$ cat src/rtl/ft_recovery_ctrl.sv
// ---------------------------------------------------------------------------
// ft_recovery_ctrl
//   Rollback controller for a dual-modular-redundant lockstep core pair. It
//   sits behind the write-back comparator and keeps a checkpoint copy of the
//   architectural register file and PC, updated only by commits on which both
//   cores agree. On a mismatch it stalls both cores, rewrites every register
//   in both cores from the checkpoint, restores the PC and resumes. After
//   MAX_RETRY consecutive recoveries without a clean commit in between it
//   latches a sticky fatal halt that only reset clears.
//
// Ports
//   clk_i, rst_i       clock (rising edge), asynchronous active-high reset
//   valid_instr_i      comparator inputs describe a retiring instruction
//   error_i            comparator mismatch, qualified by valid_instr_i
//   we_i/addr_i/data_i agreed register write-back of the retiring instruction
//   pc_i               PC of the instruction after the retiring one
//   halt_ack_i         both cores are stalled
//   halt_o             stall request to both cores
//   rec_we_o/rec_addr_o/rec_data_o  recovery register write port
//   rec_pc_valid_o     one-cycle strobe: load rec_pc_o into both PCs
//   rec_pc_o           restored PC
//   fatal_o            sticky unrecoverable-fault flag
//   err_count_o        total mismatches seen, saturating at 255
//   dbg_state          current FSM state, for observation only
//
// Handshake: halt_o is a level request; the controller waits in HALT for
// halt_ack_i to be sampled high once, after which the copy sequence runs to
// completion regardless of halt_ack_i.
// ---------------------------------------------------------------------------
module ft_recovery_ctrl #(
    parameter int                    ADDR_WIDTH = 5,
    parameter int                    DATA_WIDTH = 32,
    parameter int                    MAX_RETRY  = 3,
    parameter logic [DATA_WIDTH-1:0] BOOT_ADDR  = DATA_WIDTH'(32'h0000_0080)
) (
    input  logic                  clk_i,
    input  logic                  rst_i,
    input  logic                  valid_instr_i,
    input  logic                  error_i,
    input  logic                  we_i,
    input  logic [ADDR_WIDTH-1:0] addr_i,
    input  logic [DATA_WIDTH-1:0] data_i,
    input  logic [DATA_WIDTH-1:0] pc_i,
    input  logic                  halt_ack_i,
    output logic                  halt_o,
    output logic                  rec_we_o,
    output logic [ADDR_WIDTH-1:0] rec_addr_o,
    output logic [DATA_WIDTH-1:0] rec_data_o,
    output logic                  rec_pc_valid_o,
    output logic [DATA_WIDTH-1:0] rec_pc_o,
    output logic                  fatal_o,
    output logic [7:0]            err_count_o,
    output logic [2:0]            dbg_state
);

    localparam int NUM_REGS = 2 ** ADDR_WIDTH;
    localparam int RW       = $clog2(MAX_RETRY + 1);

    localparam logic [RW-1:0]         RETRY_LIMIT = RW'(MAX_RETRY);
    localparam logic [ADDR_WIDTH-1:0] LAST_IDX    = {ADDR_WIDTH{1'b1}};

    localparam logic [2:0] S_RUN        = 3'd0;
    localparam logic [2:0] S_HALT       = 3'd1;
    localparam logic [2:0] S_COPY       = 3'd2;
    localparam logic [2:0] S_PC_RESTORE = 3'd3;
    localparam logic [2:0] S_FATAL      = 3'd4;

    logic [2:0]            state;
    logic [DATA_WIDTH-1:0] shadow [NUM_REGS];
    logic [DATA_WIDTH-1:0] shadow_pc;
    logic [RW-1:0]         retry_cnt;
    logic [RW-1:0]         retry_next;
    logic [ADDR_WIDTH-1:0] next_idx;

    assign retry_next = retry_cnt + RW'(1);
    // rec_addr_o doubles as the copy index, so the address on the port is
    // always the register whose data is presented alongside it.
    assign next_idx   = rec_addr_o + ADDR_WIDTH'(1);
    assign dbg_state  = state;

    always_ff @(posedge clk_i or posedge rst_i) begin
        if (rst_i) begin
            state          <= S_RUN;
            halt_o         <= 1'b0;
            rec_we_o       <= 1'b0;
            rec_addr_o     <= '0;
            rec_data_o     <= '0;
            rec_pc_valid_o <= 1'b0;
            rec_pc_o       <= '0;
            fatal_o        <= 1'b0;
            err_count_o    <= 8'd0;
            retry_cnt      <= '0;
            shadow_pc      <= BOOT_ADDR;
            for (int i = 0; i < NUM_REGS; i++) begin
                shadow[i] <= '0;
            end
        end else begin
            case (state)
                S_RUN: begin
                    if (valid_instr_i) begin
                        if (!error_i) begin
                            // x0 is never written, so shadow[0] stays 0.
                            if (we_i && (addr_i != '0)) begin
                                shadow[addr_i] <= data_i;
                            end
                            shadow_pc <= pc_i;
                            retry_cnt <= '0;
                        end else begin
                            if (err_count_o != 8'hFF) begin
                                err_count_o <= err_count_o + 8'd1;
                            end
                            retry_cnt <= retry_next;
                            halt_o    <= 1'b1;
                            if (retry_next == RETRY_LIMIT) begin
                                state   <= S_FATAL;
                                fatal_o <= 1'b1;
                            end else begin
                                state <= S_HALT;
                            end
                        end
                    end
                end
                S_HALT: begin
                    if (halt_ack_i) begin
                        state      <= S_COPY;
                        rec_we_o   <= 1'b1;
                        rec_addr_o <= '0;
                        rec_data_o <= '0;
                    end
                end
                S_COPY: begin
                    if (rec_addr_o == LAST_IDX) begin
                        state          <= S_PC_RESTORE;
                        rec_we_o       <= 1'b0;
                        rec_addr_o     <= '0;
                        rec_data_o     <= '0;
                        rec_pc_valid_o <= 1'b1;
                        rec_pc_o       <= shadow_pc;
                    end else begin
                        rec_addr_o <= next_idx;
                        rec_data_o <= shadow[next_idx];
                    end
                end
                S_PC_RESTORE: begin
                    state          <= S_RUN;
                    rec_pc_valid_o <= 1'b0;
                    rec_pc_o       <= '0;
                    halt_o         <= 1'b0;
                end
                S_FATAL: begin
                    halt_o  <= 1'b1;
                    fatal_o <= 1'b1;
                end
                default: begin
                    // Unreachable encoding: park safely in the fatal halt.
                    state   <= S_FATAL;
                    halt_o  <= 1'b1;
                    fatal_o <= 1'b1;
                end
            endcase
        end
    end

endmodule
$ cat config.mk
export PLATFORM = sky130hd
export DESIGN_NAME = ft_recovery_ctrl
export DESIGN_NICKNAME = d
export VERILOG_FILES = /design/src/rtl/ft_recovery_ctrl.sv
export SDC_FILE = /design/constraint.sdc
export NUM_CORES = 2
export LEC_CHECK = 0
export ABC_CLOCK_PERIOD_IN_PS = 56700
export CAP_MARGIN = 20
export CORE_AREA = 2 2 291 293
export DETAILED_ROUTE_END_ITERATION = 7
export DIE_AREA = 0 0 293 295
export GPL_TIMING_DRIVEN = 0
export PLACE_DENSITY = 0.84
export SKIP_LAST_GASP = 1
export SLEW_MARGIN = 20
export SYNTH_ARGS = -nofsm -noshare
export SYNTH_HDL_FRONTEND = slang
export SYNTH_SLANG_ARGS = --single-unit
$ cat constraint.sdc
create_clock -name clk_i -period 56.7 [get_ports clk_i]
set_input_delay 11.34 -clock clk_i [delete_from_list [all_inputs] [get_ports clk_i]]
set_output_delay 11.34 -clock clk_i [all_outputs]
set_load 0.03 [all_outputs]
# Word level (Yosys, flattened, before mapping)
# Index checks and enable logic that the tools add are counted.
# word_totals
register_bits	1142
output_inout_bits	84
wordCells	118
input_bits	75
# op_classes
n_reduce_logical	18
muxes	33
order_cmp	3
n_bitwise	6
n_eq_ne	12
add_sub_neg	3
# ops
operator	n
bitwise mux 1024 bit	1
two-way mux 32 bit	6
binary-select mux 32 bit (select 5 bit)	1
demux 32 bit (select 5 bit)	1
case mux 32 bit (2 select lines)	2
two-way mux 3 bit	5
case mux 3 bit (5 select lines)	1
greater-or-equal comparator 6 bit, second input constant	2
NOT 5 -> 6 bit	2
AND reduction 4 bit	3
two-way mux 5 bit	2
inequality test 2 bit, second input constant	5
case mux 5 bit (2 select lines)	1
AND reduction 3 bit	3
adder 8 x 1 -> 8 bit, second input constant	1
two-way mux 1 bit	8
inequality test 8 bit, second input constant	1
== test 3 x 2 -> 1 bit, second input constant	2
< comparator 6 x 1 -> 1 bit, second input constant	1
case mux 1 bit (2 select lines)	3
AND reduction 2 bit	3
adder 5 x 1 -> 5 bit, second input constant	1
== test 5 bit, second input constant	1
AND reduction 5 bit	1
13 further kinds	18

# Longest topological paths before layout
# depth
word_depth	7
depth_mapped	10
depth_no_buf	7

# Worst setup path before layout
# OpenSTA, ideal clock, no wires.
# synth_path
path_type	input to register
startpoint	input port valid_instr_i
endpoint	register shadow[386] in the netlist's numbering
setup_ns	0.125
n_path_buf	2
path_stages	7
t_required_ns	56.575
arrival_ns	13.539
setup_slack_ns	43.036
path_cell_list	or4b_4 or3b_4 or2_1 buf_6 nor4b_4 buf_6 mux2_2
# synth_between
elab_chain_len	1
# synth_lines
element	line_no	rtl
start: declaration	38	input logic valid_instr_i,
AND reduction 4 bit (no line)	n/a	
end signal: indexed assignment	104	shadow[addr_i] <= data_i;
end: declaration	69	logic [DATA_WIDTH-1:0] shadow [NUM_REGS];
# Every way passes these cells.
# A chain may end at the register's enable or synchronous reset.

# Final worst setup path
# layout_path
startpoint	input port valid_instr_i
endpoint	register shadow[970] in the netlist's numbering
# Same word-level chain as after synthesis.

==> metrics.md <==
| Metric | Value |
|---|---|
| Status | finished with violations |
| Violated checks | DRC |
| Worst Hold Path Cells | 1 |
| Synthesized flop and latch total | 1142 |
| CP Launch Point | valid_instr_i |
| Share of the yosys chip area belonging to registers | 0.557 |
| Clock tree root driver cell | clkbuf_16 |
| CTS Buf Count | around 110 |
| Register-to-Register Setup Slack | slightly above 50 ns |
| Worst reg2reg endpoint | rec_data_o[3]$_DFFE_PP0P_ |
| Total power of the final layout | about 2500 µW |
| Cells along the critical path | clkdlybuf4s50_1 > or4b_4 > or3b_4 > nor3b_2 > nand2_1 > buf_1 > mux2_2 |
| First drt pass iteration count | 8 |
| Total count of max-transition violations in the final report | 0 |
| Final cycle utilization of the critical path | 0.252 |
| Peak clock frequency supported by timing | 0.0699 GHz |
| Via count of the first global-routing pass | ~36000 |
| Relative max-transition margin | 0.180 |
| Gp weighted congestion | approximately 0.93 |
| Final-report setup violation count | 0 |
| Total Die Area | 86400 µm² |
| Highest fanout seen on the critical path | 10 |
| Post-synthesis cell area | 51300 µm² |
| Slowest stage delay, CP | between 0.6 and 0.7 ns |
| Share of the synthesized area in the top cell type | 0.557 |
| Die Width | slightly below 300 µm |
| Synthesized area per cell | 13.9 µm² |
| Clock tree from TritonCTS | done |
| Number of setup buffers added after CTS | 0 |
| Hold endpoint | shadow[997]$_DFFE_PP0P_ |
| Clock latency on the worst-skew pair | slightly above 0.7 ns |
| Worst VDD drop | 0.0000293 V |
| Maximum Capacitance Violations | 0 |
| Port bufs | 155 |
| Post-detail-place hpwl | ~100 mm |
| TritonCTS Sinks | 1142 |
| Pin slew with the least headroom to its limit | around 1.2 ns |
| P_leak | between 0.02 and 0.03 µW |
| Total negative slack for setup checks | 0 ns |
| Num rows | about 110 |
| Effective utilization at floorplan | 0.616 |
| Crit path capture type | flip-flop |
| Depth of the worst register-to-register path | 9 |
| Detail-routed via count per cell | approximately 6.8 |
| Most instantiated flip-flop cell in the synthesis netlist | dfrtp_1 |
| Post-detailed-route DRC marker count | 1 |
| Top area cells in the synthesized netlist | dfrtp_1 56%, mux2_2 22%, mux4_2 5.7% |
| Hold WS | between 0.4 and 0.5 ns |
| Final Hold Fails | 0 |
| Fraction of registers with async set/reset | 1.00 |
| H-tree levels | 3 |
| Setup repair after global routing missed its margin | false |
| Worst Path Required | 57.27 ns |
| Initial DRC count | between 4000 and 5000 |
| Worst Setup Path Type | in2reg |
| Leading area contributor after synthesis | dfrtp_1 |
| Worst-path cell with the longest stage delay | buf_1 |
| Total number of nets in the final design | approximately 4000 |
| Antenna violations before repair | 3 |
| Yosys warnings | 0 |
| Worst flop-to-flop path startpoint | rec_addr_o[0]$_DFFE_PP0P_ |
| Category of the worst setup path launch point | input port |
| Hold WC Path Type | reg2reg |
| Post-cts resize count | 0 |
| Pin count of the biggest net entering global routing | roughly 110 |
| CTS clk-pin slew, worst paths | roughly 0.06 ns |
| First-pass GRT wire length | between 200 and 250 mm |
| Overall die height | 295 µm |
| Global router's overall resource usage | 0.356 |
| Area grow syn2layout | 13.5% |
| Final worst path period need | around 14 ns |
| Data arrival time of the critical path | between 10 and 15 ns |
| Hold_buf cts | 0 |
| Count of distinct cell types in the synthesized netlist | 56 |
| Final ANT Viol Nets | 0 |
| Total vias in the final route | 34900 |
| Startpoint of the worst hold path | shadow[997]$_DFFE_PP0P_ |
| Final routed wirelength across all metal layers | between 150 and 200 mm |
| Share of cells above drive strength 1 | 0.339 |
| Global-route congestion overflow total | 0 |
| Number of cells produced by synthesis | about 3700 |
| Routed wirelength normalized by instance count | slightly below 30 µm |
| Worst Skew | between 0.03 and 0.04 ns |
| Floorplan core area | between 80000 and 90000 µm² |
| Net count after synthesis | ~3800 |
| Top-level I/O count | 159 |
| Number of synthesized flops with an enable pin | 0 |
| Pwr dens | between 40 and 50 nW/µm² |
| Maximum count of clock buffers along a single path | 3 |
==> critical path, delay by kind of cell <==
kind                   cells  cell delay [ns]
buffers and inverters      2             1.13
multiplexers               1             0.49
AND/OR/NAND/NOR            4             1.92
==> sequential cells by signal, indices dropped and copies added, names as in the netlist <==
register	flops
rec_we_o	1
err_count_o	8
rec_pc_o	32
dbg_state	3
rec_data_o	32
shadow_pc	32
retry_cnt	2
shadow	1024
rec_pc_valid_o	1
rec_addr_o	5
fatal_o	1
halt_o	1
==> cell families after synthesis <==
| family | after synthesis | share of synthesized area |
|---|---|---|
| xor+xnor | 11 | 0.00188 |
| fa+ha+maj | 4 | 0.000976 |
| flops | 1142 | 0.557 |
| compound gates | 340 | 0.0493 |
| buf+inv | 400 | 0.0318 |
| simple gates | 469 | 0.0454 |
| mux | 1313 | 0.313 |
==> metal layers <==
metal / GRT usage / routed length [µm] / part of all wire / vias up
li1: - / - / - / 14000
met2: 0.547 / 69800 / 0.46 / 2139
met4: 0.185 / 8230 / 0.054 / 4
met5: 0.00665 / 82 / 0.00054 / -
met3: 0.105 / 16500 / 0.11 / 510
met1: 0.462 / 58100 / 0.38 / 18200
==> per-stage QoR <==
step | setup WS (ns) | util | std cells | area (µm²)
floorplan | 13.20 | - | 3679 | 51300
global placement | 1.08 | 0.651 | 4914 | 54200
detailed placement | 41.87 | 0.656 | 4927 | 54500
CTS | 42.52 | 0.699 | 5128 | 58200
global route | 42.36 | 0.700 | 5130 | 58200
finish | 42.39 | 0.700 | 5134 | 58200
==> worst max path at each step <==
stage               cells after the start  slack [ns]                        to
finish                                  7       42.39   shadow[970]$_DFFE_PP0P_
CTS                                     7       42.52   shadow[970]$_DFFE_PP0P_
floorplan                               1       13.20  dbg_state[0]$_DFFE_PP0P_
global placement                        2        1.08   shadow[614]$_DFFE_PP0P_
global route                            7       42.36   shadow[970]$_DFFE_PP0P_
detailed placement                      7       41.87   shadow[975]$_DFFE_PP0P_
==> synthesized netlist by cell type, types with 2 or more instances <==
cell type	n
nor2_1	3
and3b_1	3
nor4_1	31
a21oi_1	37
mux2_1	21
and2_1	3
mux4_2	130
a22o_1	33
dfrtp_1	1141
a41oi_1	31
nand2_1	265
buf_1	103
mux2i_1	158
ha_1	4
xor2_1	3
nor3b_1	4
mux2_2	1004
xnor2_1	8
and3_1	70
a211oi_1	33
buf_6	8
nor3b_2	2
buf_4	18
a221oi_1	32
nand2b_1	3
clkbuf_1	263
inv_1	6
o211ai_1	2
o21ai_0	71
buf_2	2
nor2b_1	70
a32oi_1	32
a2111oi_0	62
==> layout make-up <==
cell class	count	area (µm²)
Antenna cell	4	10.0
Buffer	394	1630
Clock buffer	169	3300
Clock inverter	32	310
Fill cell	5435	25000
Inverter	6	30.0
Multi-Input combinational cell	2137	21100
Sequential cell	1142	28600
Tap cell	1080	1350
Timing Repair Buffer	170	1930
==> placed cells by master (no fill, tap or decap), drive strengths merged, types with 3 or more instances in the layout <==
cell type | Yosys | routed
nor3b | 6 | 6
nor2b | 70 | 70
a2111oi | 62 | 62
dfrtp | 1141 | 1141
mux2 | 1025 | 1025
inv | 6 | 12
nor4 | 31 | 31
mux4 | 130 | 130
diode | 0 | 4
and3b | 3 | 3
nand2b | 3 | 3
and2 | 4 | 4
clkdlybuf4s50 | 0 | 155
clkinv | 0 | 20
mux2i | 158 | 158
xnor2 | 8 | 8
nor2 | 3 | 3
and3 | 70 | 70
a41oi | 31 | 31
buf | 131 | 144
ha | 4 | 4
nand2 | 265 | 265
o21ai | 71 | 71
a211oi | 33 | 33
bufinv | 0 | 4
a21oi | 37 | 37
clkbuf | 263 | 434
a221oi | 32 | 32
a22o | 33 | 33
a32oi | 32 | 32
xor2 | 3 | 3
==> report_power, final <==
part	switching [µW]	internal (µW)	total, µW
combinational	516	266	782
clock	322	419	740
sequential	57.2	906	964
(Power assumes the default switching activity.)
